## src/rtl/avalon_bus_arbiter_pkg.sv

```systemverilog
// Shared types and constants for the instruction/data Avalon-MM arbiter.
package avalon_bus_arbiter_pkg;

  localparam int unsigned ARB_ADDR_W = 32;
  localparam int unsigned ARB_DATA_W = 32;
  localparam int unsigned ARB_BE_W   = ARB_DATA_W / 8;

  localparam logic [ARB_DATA_W-1:0] ARB_ERR_DATA = 32'hDEADBEEF;

  typedef enum logic [2:0] {
    ST_IDLE,
    ST_INS_CMD,
    ST_INS_WAIT,
    ST_DATA_RD_CMD,
    ST_DATA_RD_WAIT,
    ST_DATA_WR_CMD
  } arb_state_t;

  typedef enum logic [1:0] {
    OWN_NONE = 2'd0,
    OWN_INS  = 2'd1,
    OWN_DATA = 2'd2
  } arb_owner_t;

  // Which host owns the downstream port in a given state.
  function automatic arb_owner_t owner_of(input arb_state_t s);
    case (s)
      ST_INS_CMD, ST_INS_WAIT:                         return OWN_INS;
      ST_DATA_RD_CMD, ST_DATA_RD_WAIT, ST_DATA_WR_CMD: return OWN_DATA;
      default:                                         return OWN_NONE;
    endcase
  endfunction

endpackage

```

## src/rtl/avalon_bus_arbiter_watchdog_counter.sv

```systemverilog
// Saturating cycle counter that flags when it has reached MAX (MAX=0 never expires).
module watchdog_counter #(
  parameter int unsigned MAX = 256
) (
  input  logic clk,
  input  logic rst,
  input  logic clear,
  input  logic en,
  output logic expired
);

  localparam int unsigned CNT_W = (MAX < 2) ? 1 : $clog2(MAX + 1);
  localparam logic [CNT_W-1:0] LIMIT = CNT_W'(MAX);

  logic [CNT_W-1:0] count;

  // Count enabled cycles, holding at LIMIT; clear has priority over counting.
  always_ff @(posedge clk) begin
    if (!rst) begin
      count <= '0;
    end else if (clear) begin
      count <= '0;
    end else if (en && (count != LIMIT)) begin
      count <= count + CNT_W'(1);
    end
  end

  assign expired = (MAX != 0) && (count == LIMIT);

endmodule

```

## src/rtl/avalon_bus_arbiter.sv

```systemverilog
// Round-robin arbiter sharing one Avalon-MM port between the fetch (read-only)
// host and the load/store host, one outstanding transaction at a time, with a
// watchdog that force-completes transactions the memory never finishes.
module avalon_bus_arbiter
  import avalon_bus_arbiter_pkg::*;
#(
  parameter int unsigned             TIMEOUT_CYCLES = 256,
  parameter logic [ARB_DATA_W-1:0]   ERR_DATA       = ARB_ERR_DATA
) (
  input  logic                  clk,
  input  logic                  rst,
  // fetch host
  input  logic [ARB_ADDR_W-1:0] ins_address,
  input  logic                  ins_read,
  input  logic [ARB_BE_W-1:0]   ins_byteenable,
  output logic [ARB_DATA_W-1:0] ins_agent_to_host,
  output logic                  ins_waitrequest,
  output logic                  ins_readdatavalid,
  // load/store host
  input  logic [ARB_ADDR_W-1:0] data_address,
  input  logic                  data_read,
  input  logic                  data_write,
  input  logic [ARB_BE_W-1:0]   data_byteenable,
  input  logic [ARB_DATA_W-1:0] data_host_to_agent,
  output logic [ARB_DATA_W-1:0] data_agent_to_host,
  output logic                  data_waitrequest,
  output logic                  data_readdatavalid,
  // shared memory port
  output logic [ARB_ADDR_W-1:0] mem_address,
  output logic                  mem_read,
  output logic                  mem_write,
  output logic [ARB_BE_W-1:0]   mem_byteenable,
  output logic [ARB_DATA_W-1:0] mem_host_to_agent,
  input  logic [ARB_DATA_W-1:0] mem_agent_to_host,
  input  logic                  mem_waitrequest,
  input  logic                  mem_readdatavalid,
  // status
  output logic                  timeout_err,
  output logic [1:0]            owner
);

  arb_state_t state, state_n, st_eff;
  arb_owner_t last_grant, last_n;
  logic       data_req;
  logic       wd_clear;
  logic       wd_en;
  logic       expired;

  assign data_req = data_read | data_write;

  // Timer restarts whenever the state changes and only runs inside CMD/WAIT states.
  assign wd_clear = (state_n != state) || (state == ST_IDLE);
  assign wd_en    = (state != ST_IDLE);

  watchdog_counter #(
    .MAX (TIMEOUT_CYCLES)
  ) u_watchdog (
    .clk     (clk),
    .rst     (rst),
    .clear   (wd_clear),
    .en      (wd_en),
    .expired (expired)
  );

  // State and fairness pointer; ins wins the first tie after reset.
  always_ff @(posedge clk) begin
    if (!rst) begin
      state      <= ST_IDLE;
      last_grant <= OWN_DATA;
    end else begin
      state      <= state_n;
      last_grant <= last_n;
    end
  end

  // Grant selection and transaction progress; expiry in CMD/WAIT returns to IDLE.
  always_comb begin
    state_n = state;
    last_n  = last_grant;
    case (state)
      ST_IDLE: begin
        if (ins_read && (!data_req || (last_grant == OWN_DATA))) begin
          state_n = ST_INS_CMD;
          last_n  = OWN_INS;
        end else if (data_req) begin
          state_n = data_write ? ST_DATA_WR_CMD : ST_DATA_RD_CMD;
          last_n  = OWN_DATA;
        end
      end
      ST_INS_CMD: begin
        if (expired)                           state_n = ST_IDLE;
        else if (ins_read && !mem_waitrequest) state_n = ST_INS_WAIT;
      end
      ST_DATA_RD_CMD: begin
        if (expired)                            state_n = ST_IDLE;
        else if (data_read && !mem_waitrequest) state_n = ST_DATA_RD_WAIT;
      end
      ST_DATA_WR_CMD: begin
        if (expired)                             state_n = ST_IDLE;
        else if (data_write && !mem_waitrequest) state_n = ST_IDLE;
      end
      ST_INS_WAIT, ST_DATA_RD_WAIT: begin
        if (mem_readdatavalid || expired) state_n = ST_IDLE;
      end
      default: state_n = ST_IDLE;
    endcase
  end

  // Reset forces the idle view immediately so nothing leaks on the reset cycle.
  assign st_eff = rst ? state : ST_IDLE;
  assign owner  = owner_of(st_eff);

  // Route the owner's command downstream and the memory response back to the owner.
  always_comb begin
    mem_address        = '0;
    mem_read           = 1'b0;
    mem_write          = 1'b0;
    mem_byteenable     = '0;
    mem_host_to_agent  = '0;
    ins_agent_to_host  = '0;
    ins_waitrequest    = 1'b1;
    ins_readdatavalid  = 1'b0;
    data_agent_to_host = '0;
    data_waitrequest   = 1'b1;
    data_readdatavalid = 1'b0;
    timeout_err        = 1'b0;
    case (st_eff)
      ST_INS_CMD: begin
        mem_address     = ins_address;
        mem_byteenable  = ins_byteenable;
        mem_read        = ins_read && !expired;
        ins_waitrequest = expired ? 1'b0 : mem_waitrequest;
        timeout_err     = expired;
      end
      ST_INS_WAIT: begin
        ins_readdatavalid = mem_readdatavalid || expired;
        ins_agent_to_host = (expired && !mem_readdatavalid) ? ERR_DATA : mem_agent_to_host;
        timeout_err       = expired && !mem_readdatavalid;
      end
      ST_DATA_RD_CMD: begin
        mem_address       = data_address;
        mem_byteenable    = data_byteenable;
        mem_host_to_agent = data_host_to_agent;
        mem_read          = data_read && !expired;
        data_waitrequest  = expired ? 1'b0 : mem_waitrequest;
        timeout_err       = expired;
      end
      ST_DATA_WR_CMD: begin
        mem_address       = data_address;
        mem_byteenable    = data_byteenable;
        mem_host_to_agent = data_host_to_agent;
        mem_write         = data_write && !expired;
        data_waitrequest  = expired ? 1'b0 : mem_waitrequest;
        timeout_err       = expired;
      end
      ST_DATA_RD_WAIT: begin
        data_readdatavalid = mem_readdatavalid || expired;
        data_agent_to_host = (expired && !mem_readdatavalid) ? ERR_DATA : mem_agent_to_host;
        timeout_err        = expired && !mem_readdatavalid;
      end
      default: ;
    endcase
  end

endmodule

```

## config.mk

```make
export PLATFORM = sky130hd
export DESIGN_NAME = avalon_bus_arbiter
export DESIGN_NICKNAME = d
export VERILOG_FILES = /design/src/rtl/avalon_bus_arbiter_pkg.sv /design/src/rtl/avalon_bus_arbiter_watchdog_counter.sv /design/src/rtl/avalon_bus_arbiter.sv
export SDC_FILE = /design/constraint.sdc
export NUM_CORES = 1
export LEC_CHECK = 0
export ABC_AREA = 1
export CAP_MARGIN = 20
export CORE_AREA = 2 2 110 112
export DETAILED_ROUTE_END_ITERATION = 10
export DIE_AREA = 0 0 112 114
export GPL_TIMING_DRIVEN = 0
export PLACE_DENSITY = 0.67
export SLEW_MARGIN = 20
export SYNTH_ARGS = -nofsm -noshare
export SYNTH_HDL_FRONTEND = slang
export SYNTH_SLANG_ARGS = --single-unit
```

## constraint.sdc

```tcl
create_clock -name clk -period 3 [get_ports clk]
set_input_delay 0.3 -clock clk [delete_from_list [all_inputs] [get_ports clk]]
set_output_delay 0.3 -clock clk [all_outputs]
set_load 0.005 [all_outputs]
```

-- Word-level counts from Yosys, hierarchy flattened
Cells that the tools add are included.
- input port bits: 143
- output and inout port bits: 141
- bits in registers: 14
- word-level logic and storage cells: 76
- reductions and logical operators: 27
- equal/unequal tests: 14
- $add $sub $neg: 1
- bitwise logic cells: 2
- muxes and demuxes: 29
- operators with widths (operator ; number):
    $mux 32 ; 4
    $pmux 32 s2 ; 1
    $mux 3 ; 11
    $pmux 3 s5 ; 1
    $eq 3x2->1 const B ; 4
    $eq 3x3->1 const B ; 4
    $reduce_or 2->1 ; 5
    $add 9x1->9 const B ; 1
    $eq 9x9->1 const B ; 1
    $logic_and 1x1->1 ; 9
    $ne 9x9->1 const B ; 1
    $pmux 4 s2 ; 1
    $eq 3x1->1 const B ; 2
    $mux 1 ; 6
    $reduce_or 3->1 ; 2
    $logic_not 1->1 ; 4
    $mux 2 ; 2
    $pmux 1 s2 ; 2
    $pmux 2 s2 ; 1
    $logic_not 3->1 ; 1
    $logic_or 1x1->1 ; 3
    $ne 3x3->1 ; 1
    $reduce_bool 3->1 ; 1
    $eq 2x2->1 const B ; 1
    4 further kinds ; 4

-- Logic depth before layout (Yosys ltp)
- depth in word-level cells: 9
- depth in mapped cells: 14
- mapped depth without buffers: 13

-- Modules after synthesis
A second synthesis with hierarchy kept.
- cell total of the unflattened synthesis: 399
- area total of the unflattened synthesis: 2172.1 um2
- modules (own cells, without submodules) (module ; cells an instance ; area an instance (um2) ; times used ; sequential area each (um2)):
    avalon_bus_arbiter ; 316 ; 1657.8 ; 1 ; 100.1
    watchdog_counter ; 83 ; 514.2 ; 1 ; 180.2

-- Worst setup path after synthesis
Ideal clock, no wire load.
- path type: reg2out
- from: register u_watchdog.count[0]
- to: output ins_agent_to_host[10]
- arrival: 1421 ps
- required time: 2700 ps
- setup slack: 1279 ps
- stages on the path, launching flop included: 11
- cell sequence: dfxtp_1 > inv_1 > ha_1 > nand2_1 > nor2_1 > nand2_2 > nor2_4 > inv_2 > buf_2 > buf_6 > a21oi_1
- word-level cells in the longest chain between the ends: 4
- RTL lines (item ; line ; text):
    from (decl) ; avalon_bus_arbiter_watchdog_counter.sv:15 ; logic [CNT_W-1:0] count;
    from (signal assigned) ; avalon_bus_arbiter_watchdog_counter.sv:24 ; count <= count + CNT_W'(1);
    $eq 9x9->1 ; avalon_bus_arbiter_watchdog_counter.sv:28 ; assign expired = (MAX != 0) && (count == LIMIT);
    $logic_and 1x1->1 ; avalon_bus_arbiter.sv:137 ; ins_agent_to_host = (expired && !mem_readdatavalid) ? ERR_DATA : mem_agent_to_host;
    $mux 32 ; avalon_bus_arbiter.sv:137 ;
    $mux 32 ; avalon_bus_arbiter.sv:127 ; case (st_eff)
    to (decl) ; avalon_bus_arbiter.sv:16 ; output logic [ARB_DATA_W-1:0] ins_agent_to_host,
No other way between the ends.

-- Worst setup path after layout
- from: register u_watchdog.count[0]
- to: output ins_agent_to_host[3]
Same word-level chain as after synthesis.

==> results.tsv <==
stage	metric	value	unit
run_status	outcome	complete, no violations	
power_and_ir_drop	max-vdd-ir-drop	0.144	mV
timing	tightest_slew	0.492	ns
power_and_ir_drop	switching_power	380	uW
route	wl_per_cell	14.8	um
global_route	grt_overflow	0	
global_route	grt_max_degree	11	
floorplanning	core_region_area	0.0117	mm^2
route	via_per_inst	4.37	
power_and_ir_drop	p_int	823	uW
setup_path	worstPathArrival	2.44	ns
floorplanning	initial_core_util	0.191	
global_route	grt_pass1_wl	18200	um
route	ant_nets	0	
finish	fill_cells	1160	
floorplanning	design.die.area	0.0128	mm^2
finish	final_common_cell	clkdlybuf4s50_1	
logic_synthesis	yosysUniqueCellTypes	28	
finish	stdcell_area	0.00536	mm^2
run	drv_cap	0	
logic_synthesis	syn-instance-count	403	
route	first_pass_iters	5	
timing	max_freq	364	MHz
setup_path	crit_path_end_kind	primary output	
timing	maxSlewHeadroom	0.672	
route	vias	3670	
timing	rsz0062_at_grt	false	
setup_path	crit_required	2.70	ns
placement	place_congestion	0.912	
placement	io_buffer_count	282	
clock_tree	root_buffer	clkbuf_16	
route	detail_route.iter0.violations	137	
logic_synthesis	synth_seq_cells	14	
placement	dpl_cell_area	0.00524	mm^2
power_and_ir_drop	power.density	225	mW/mm^2
clock_tree	clock_latency	0.24	ns
finish	final_cell_mix	clkdlybuf4s50_1, inv_1, nor2_1, a21oi_1, nand2_1	
timing	setup_viol	0	
placement	dp_hpwl	11000	um
global_route	antenna_found_initial	0	
logic_synthesis	ys_seq_area_frac	0.125	
timing	setup_tns	0	ns
power_and_ir_drop	switching_share	0.316	
power_and_ir_drop	seq_power_share	0.168	
setup_path	worstSetupStartpointType	flip-flop	
clock_tree	cts_buffer_depth	2	
setup_path	cp_max_fo	10	
floorplanning	io_pins	284	
finish	final_nets	838	
clock_tree	h-tree-depth	1	
floorplanning	rows	40	
clock_tree	cts_made_buffers	3	
timing	period_share	0.915	
route	wl	12400	um
clock_tree	cts.sinks	14	
global_route	grt_pass1_vias	3577	
clock_tree	ctsHoldBuffers	0	
clock_tree	cts_tree	yes	
timing	hold_viol	0	
logic_synthesis	synth_area_per_cell	5.55	um^2
floorplanning	die_x	112	um
route	drc	0	
finish	drive_gt1_frac	0.0621	
timing	finalClockSkew	0.00311	ns
finish	syn_to_final_growth	139	%
power_and_ir_drop	p_leak	0.00236	uW
clock_tree	clkTransAtPathRegs	0.05	ns
worst_hold_path	hold_path.class	input port to flip-flop	
power_and_ir_drop	p_comb_frac	0.604	
finish	diodes	0	
logic_synthesis	yosys_warnings	0	
logic_synthesis	syn-cell-area	0.00224	mm^2
setup_path	crit_type	flip-flop to primary output	
power_and_ir_drop	p_clk_frac	0.228	
logic_synthesis	synth_nets	548	
floorplanning	fp.dieH	114	um
global_route	grt_use_total	0.177	
timing	period_needed	2.74	ns
timing	slew_viol_final	0	
[cell families after synthesis]
family	share of synthesized area
buffers and inverters	0.254
adder cells (fa/ha/maj)	0.0112
AND/OR/NAND/NOR	0.295
AO/OA/AOI/OAI	0.284
XOR/XNOR	0.0313
flip-flops	0.125
[registers in the layout, indices dropped and copies added (netlist names)]
register / cells
u_watchdog.count: 9
state: 3
last_grant: 2
[Yosys cell counts]
cell type,instances,area share
o21ai_1,2,0.0045
nand2_1,44,0.074
nand3_4,1,0.0078
inv_1,97,0.16
nand3_2,1,0.0045
nand2_4,1,0.0050
nor2_1,58,0.097
nand3_1,9,0.020
inv_2,9,0.015
nor4_1,1,0.0028
nand4_1,5,0.014
buf_4,6,0.020
nor3_1,18,0.040
nand2_2,3,0.0084
buf_1,3,0.0050
xor2_1,7,0.027
o21ai_0,8,0.018
xnor2_1,1,0.0039
nor2_4,3,0.015
ha_1,2,0.011
buf_2,4,0.0089
dfxtp_1,14,0.13
clkbuf_1,10,0.017
a21oi_1,52,0.12
buf_6,5,0.025
a22o_1,36,0.14
a21oi_2,1,0.0039
nor2_2,2,0.0056
[metrics by stage]
| stage | utilization | setup slack (ns) | instances | hold WS, ns | power (uW) |
|---|---|---|---|---|---|
| 2_1_floorplan | - | 1.28 | 403 | 0.436 | 494 |
| 3_3_place_gp | 0.448 | 0.401 | 832 | 0.448 | 927 |
| 3_5_place_dp | 0.448 | 0.415 | 832 | 0.463 | 936 |
| 4_1_cts | 0.455 | 0.145 | 836 | 0.303 | 1220 |
| 5_1_grt | 0.457 | 0.100 | 839 | 0.328 | 1280 |
| 6_report | 0.457 | 0.256 | 839 | 0.307 | 1200 |
[power groups by stage]
stage / clock network, uW / logic [uW] / registers [uW]
floorplan: 0 / 290 / 205
global placement: 0 / 722 / 205
detailed placement: 0 / 730 / 206
CTS: 283 / 733 / 202
global route: 292 / 785 / 203
finish: 274 / 726 / 202
[critical path: stages, from the launching register on]
cell             delay [ns]
dfxtp_1                0.32
inv_1                  0.09
ha_1                   0.15
nand2_1                0.05
nor2_1                 0.12
nand2_2                0.09
nor2_4                 0.16
inv_2                  0.05
buf_2                  0.19
buf_6                  0.16
a21oi_1                0.25
clkdlybuf4s50_1        0.56
[layer usage]
metal,part of all wire,GRT usage,vias to the layer above
met5,0,0,-
met4,0.017,0.0431,0
met3,0.088,0.0393,10
met2,0.54,0.358,197
met1,0.36,0.183,1618
li1,-,-,1845
[final timing paths]
path	start	end	slack [ns]	cells after the start
setup / recovery	u_watchdog.count[0]	ins_agent_to_host[3]	0.26	11
hold reg to reg	last_grant[1]	last_grant[1]	0.48	2
setup reg to reg	u_watchdog.count[0]	u_watchdog.count[5]	1.35	12
hold / removal	rst	last_grant[1]	0.31	2
[cell type report]
| cell class | instances | area [um^2] | share of cell area |
|---|---|---|---|
| Clock buffer | 4 | 88.8 | 0.0166 |
| Sequential cell | 14 | 280 | 0.0523 |
| Inverter | 106 | 398 | 0.0743 |
| Timing Repair Buffer | 285 | 2850 | 0.531 |
| Tap cell | 147 | 184 | 0.0343 |
| Multi-Input combinational cell | 255 | 1390 | 0.259 |
| Buffer | 28 | 170 | 0.0318 |
[repair_timing]
action / in CTS / in global routing
gates resized for setup: 0 / 0
endpoints found under the setup margin: 0 / 1
setup buffers: 0 / 3
hold endpoints to repair: 0 / 0
(Power assumes the default switching activity.)
